$ cat src/rtl/store_write_buffer.sv
// store_write_buffer
//   Posted-store FIFO sitting between the MEM-stage store path and the data
//   memory write port. Stores are accepted in one cycle and drained oldest
//   first, one per cycle. Loads probe the buffer combinationally so that a
//   load never reads a stale word from data memory.
//
// Ports
//   clk, reset              clock (rising edge), async active-high reset
//   st_valid/addr/data/be   store request from MEM stage
//   st_ready                buffer can accept a store this cycle
//   drain_en                data memory write port free this cycle
//   dm_we/addr/din/be       write to data memory (head entry)
//   ld_addr                 load address probe
//   ld_hit/ld_data          youngest match is a full word, forwarded data
//   ld_stall                youngest match is a partial word
//   empty, count            occupancy
module store_write_buffer #(
    parameter int DEPTH = 4,
    parameter int PTR_W = 2
) (
    input  logic             clk,
    input  logic             reset,
    input  logic             st_valid,
    input  logic [31:0]      st_addr,
    input  logic [31:0]      st_data,
    input  logic [3:0]       st_be,
    output logic             st_ready,
    input  logic             drain_en,
    output logic             dm_we,
    output logic [31:0]      dm_addr,
    output logic [31:0]      dm_din,
    output logic [3:0]       dm_be,
    input  logic [31:0]      ld_addr,
    output logic             ld_hit,
    output logic [31:0]      ld_data,
    output logic             ld_stall,
    output logic             empty,
    output logic [PTR_W:0]   count
);

    localparam logic [PTR_W:0]   CNT_FULL = (PTR_W + 1)'(DEPTH);
    localparam logic [PTR_W:0]   CNT_ONE  = (PTR_W + 1)'(1);
    localparam logic [PTR_W-1:0] PTR_ONE  = PTR_W'(1);

    logic [29:0]      e_addr [DEPTH];
    logic [31:0]      e_data [DEPTH];
    logic [3:0]       e_be   [DEPTH];
    logic [DEPTH-1:0] e_valid;

    logic [PTR_W-1:0] head;
    logic [PTR_W-1:0] tail;
    logic             push;
    logic             pop;

    // Low address bits select a byte lane only; the buffer works on words.
    logic unused_addr_lsbs;
    assign unused_addr_lsbs = ^{st_addr[1:0], ld_addr[1:0]};

    assign st_ready = (count < CNT_FULL);
    assign empty    = (count == '0);
    assign push     = st_valid & st_ready;
    assign dm_we    = !empty & drain_en;
    assign pop      = dm_we;

    // Head contents are gated by !empty so the write port reads zero after
    // reset without having to clear the storage array.
    assign dm_addr = empty ? 32'h0 : {e_addr[head], 2'b00};
    assign dm_din  = empty ? 32'h0 : e_data[head];
    assign dm_be   = empty ? 4'h0  : e_be[head];

    always_ff @(posedge clk or posedge reset) begin
        if (reset) begin
            head    <= '0;
            tail    <= '0;
            count   <= '0;
            e_valid <= '0;
        end else begin
            if (push) begin
                e_valid[tail] <= 1'b1;
                tail          <= tail + PTR_ONE;
            end
            // push and pop cannot target the same slot: that needs the buffer
            // to be both full (push blocked) and empty (pop blocked).
            if (pop) begin
                e_valid[head] <= 1'b0;
                head          <= head + PTR_ONE;
            end
            case ({push, pop})
                2'b10:   count <= count + CNT_ONE;
                2'b01:   count <= count - CNT_ONE;
                default: count <= count;
            endcase
        end
    end

    // Payload storage carries no reset; validity is tracked by e_valid.
    always_ff @(posedge clk) begin
        if (push) begin
            e_addr[tail] <= st_addr[31:2];
            e_data[tail] <= st_data;
            e_be[tail]   <= st_be;
        end
    end

    // Walk entries oldest to youngest; the last match wins, giving the entry
    // closest to tail. A store being pushed this cycle is not yet stored and
    // so cannot match; the entry being popped still can.
    logic             fwd_found;
    logic [PTR_W-1:0] fwd_sel;
    logic [PTR_W-1:0] fwd_idx;

    always_comb begin
        fwd_found = 1'b0;
        fwd_sel   = '0;
        fwd_idx   = '0;
        for (int k = 0; k < DEPTH; k++) begin
            fwd_idx = head + PTR_W'(k);
            if (e_valid[fwd_idx] && (e_addr[fwd_idx] == ld_addr[31:2])) begin
                fwd_found = 1'b1;
                fwd_sel   = fwd_idx;
            end
        end
    end

    assign ld_hit   = fwd_found && (e_be[fwd_sel] == 4'b1111);
    assign ld_stall = fwd_found && (e_be[fwd_sel] != 4'b1111);
    assign ld_data  = ld_hit ? e_data[fwd_sel] : 32'h0;

endmodule

$ cat config.mk
export PLATFORM = sky130hd
export DESIGN_NAME = store_write_buffer
export DESIGN_NICKNAME = d
export VERILOG_FILES = /design/src/rtl/store_write_buffer.sv
export SDC_FILE = /design/constraint.sdc
export NUM_CORES = 1
export LEC_CHECK = 0
export ABC_AREA = 0
export BUFFER_PORTS_ARGS = -buffer_cell sky130_fd_sc_hd__buf_2
export CAP_MARGIN = 20
export CORE_UTILIZATION = 45
export CTS_BUF_LIST = sky130_fd_sc_hd__clkbuf_8
export DETAILED_ROUTE_END_ITERATION = 10
export HOLD_SLACK_MARGIN = 0.03
export PLACE_DENSITY_LB_ADDON = 0.12
export SYNTH_ARGS = -nofsm -noshare
export SYNTH_HDL_FRONTEND = slang
export SYNTH_SLANG_ARGS = --single-unit
$ cat constraint.sdc
create_clock -name clk -period 6.05 [get_ports clk]
set_input_delay 0.9075 -clock clk [delete_from_list [all_inputs] [get_ports clk]]
set_output_delay 0.9075 -clock clk [all_outputs]
set_load 0.005 [all_outputs]
==> metrics <==
initial drt markers=approximately 1600; Clock Path Buffers=3; initial antenna violation count=6; #FFs+latches synth=around 280; Worst slew margin=around 25%; Post-synth EDFFs=between 200 and 300; fin crit period=roughly 6.1 ns; largest net degree at the start of global routing=237; CTS Hold Bufs=0; Worst-Margin Slew=about 1.1 ns; fmax=between 150 and 200 MHz; max cap viols=0; DR WL met2=approximately 29000 um; CP Max Fanout=9; Tot GR Track Use=between 20% and 30%; Syn Area/Cell=between 10 and 15 um^2; WP data arrival=around 5 ns; Die ar.=~45000 um^2; Synth area leader=edfxtp_1; Final Max Tran Viols=0; DRT Pass-1 Iters=9; Die Y=211 um; Setup CP Type=reg2out; Critical Path, Cell by Cell=clkinvlp_4, ha_4, buf_12, buf_6, buf_8, buf_4, mux2i_2, nor2_1, nor4_1, o21ai_0, nor4_2, buf_4, and4_1, o32ai_4, a221o_2, a211o_4, buf_6, a221oi_4, buf_2; final setup vio count=1; Critical Path Max Stage Delay=~0.46 ns; Routed Antenna Nets=0; Setup crit end kind=output port; clk_lat worst skew=around 0.64 ns; Num CTS Buffers=49; vias per inst=about 6.4; Buffers & Inverters on Critical Path=8; unrepaired setup endpoints after global routing=yes; ys async rst share=4.00%; reg2reg start=count[0]$_DFFE_PP0P_; synth unique cells=70; Data required, critical path=5.14 ns; vias in the first global route=15254; register area share after synthesis=a little over two fifths; met3 WL=roughly 5500 um; clk root buf=clkbuf_8; Starting Density=45.6%; Power Dens Cells=about 470 nW/um^2; Setup crit start kind=flip-flop; Leak=around 8 nW; failing checks=design-rule violations, negative setup slack; Area growth, synth to finish=18.3%; Die X=~210 um; family with the most delay on the worst path=compound AO/OA/AOI/OAI gates; vias=~16000; Place WS=~0.23 ns; reg-to-reg critical path endpoint=count[2]$_DFFE_PP0P_; final worst-path cycle share=100%; maximum VDD drop=approximately 340 uV; gpl congestion=0.947; share of post-route cells with drive strength above 1=about a third; post-synth top area share=around 40%; synth top area cells=edfxtp_1 (40%), mux4_2 (13%), mux2i_1 (4.6%), xnor2_1 (3.7%), o22a_1 (2.9%); GR Overflow Total=0; post-synthesis cell count=between 1500 and 2000; slowest stage cell, crit path=a221o_2; Ports=between 200 and 250; post-detail-place hpwl=39700 um; IO buf count=205; first-pass GRT wire length=between 90000 and 100000 um; status=complete, but fails checks; worst hold slack=0.284 ns; Remaining DRCs=2; synth warn=0; mapped cell area=roughly 20000 um^2; final hold viol count=0; fill count=3727; DP Area=21200 um^2; wire length per cell=roughly 26 um; H-tree Lvls=2; skew final=0.0107 ns; Design Area, Final=approximately 23000 um^2; fin nets=about 1900; Reg2Reg Depth=9; reg2reg setup slack=~3.2 ns; core area=~43000 um^2; Primary FF master, synth=edfxtp_1; CTS tree=yes; WL met1=around 28000 um; CTS clk-pin slew, worst paths=approximately 0.060 ns; placement row count=76; drt total wl=63900 um; max layer used=met5; worst min-delay path category=in2async; Final WS setup=-0.00472 ns; # clock sinks=275
==> placed cells by master (no fill, tap or decap), types with 13 or more instances in the layout <==
cell type	count
clkinv_1	16
mux4_2	117
nand2_1	15
o21ai_0	13
o22a_1	65
or2_2	34
nor3_1	71
a21oi_1	39
nand4_1	23
inv_1	29
nor2b_1	69
a221oi_2	18
buf_4	64
xor2_1	23
nor2_1	111
or3_1	34
buf_2	205
xnor2_1	74
nand2b_1	70
a311oi_1	29
edfxtp_1	264
o211ai_1	35
clkbuf_8	55
mux2_2	43
o2111ai_1	33
mux2i_1	80
==> flip-flops by register name, summed over array words and instances, names as in the netlist <==
name     cells
count        3
e_addr     120
e_be        16
e_data     128
e_valid      4
head         2
tail         2
==> synth_stat cells, types with 23 or more instances <==
cell	instances
a21oi_1	39
a221oi_2	28
a311oi_1	32
buf_2	26
clkbuf_1	98
edfxtp_1	264
inv_1	25
mux2_2	44
mux2i_1	90
mux4_2	117
nand2b_1	70
nand4_1	23
nor2_1	112
nor2b_1	69
nor3_1	72
o2111ai_1	33
o211ai_1	35
o22a_1	65
or2_2	34
or3_1	34
xnor2_1	83
xor2_1	24
==> logic make-up after synthesis <==
family / share of synthesized area (%)
buf+inv: 4.89
other cells: 0.0191
xor+xnor: 4.77
flops: 41.7
compound gates: 14.4
fa+ha+maj: 0.675
mux: 20.5
simple gates: 13.0
==> worst max path at each step <==
stage,start,cells after the start,end
global route,head[0]$_DFFE_PP0P_,17,ld_data[4]
floorplan,head[0]$_DFFE_PP0P_,24,ld_data[10]
global placement,head[0]$_DFFE_PP0P_,14,ld_data[20]
detailed placement,head[0]$_DFFE_PP0P_,14,ld_data[20]
CTS,head[1]$_DFFE_PP0P_,16,ld_data[3]
finish,head[1]$_DFFE_PP0P_,19,ld_data[25]
==> final cells by class <==
type                    count  area, um^2  area share (%)
flip-flops and latches    275        8210            35.3
multi-input cells        1171       11000            47.4
clock inverters            35         287            1.23
inverters                  25         100           0.431
clock buffers              55         757            3.26
repair buffers            303        2130            9.16
diodes                      1        2.50          0.0108
well taps                 585         732            3.15
==> per-stage QoR <==
step	power [mW]	utilization [%]	setup TNS, ns	instances
after floorplan	6.75	-	0	1643
after global placement	8.17	49.2	0	2321
after detailed placement	8.23	49.2	0	2321
after CTS	10.7	53.2	-0.177	2440
after global routing	11.5	54.0	-4.43	2449
final	11.0	54.0	-0.00472	2450
==> power breakdown <==
| group | total (mW) | switching, mW | internal [mW] |
|---|---|---|---|
| registers | 2.64 | 0.230 | 2.41 |
| logic | 6.48 | 3.34 | 3.14 |
| clock network | 1.87 | 0.853 | 1.02 |
| total | 11.0 | 4.43 | 6.57 |
==> per-layer routing <==
metal	vias to the layer above	GRT usage [%]
met5	-	0
met4	10	8.60
met3	115	5.11
met2	722	43.4
met1	7895	41.2
li1	6878	-
==> repair_timing <==
item | 4_1_cts | 5_1_grt
pin swaps | 16 | 25
setup buffers | 25 | 10
gates cloned | 4 | 1
endpoints found under the setup margin | 34 | 34
resized for setup | 59 | 43
No activity file was read; power rests on OpenSTA's default activity.
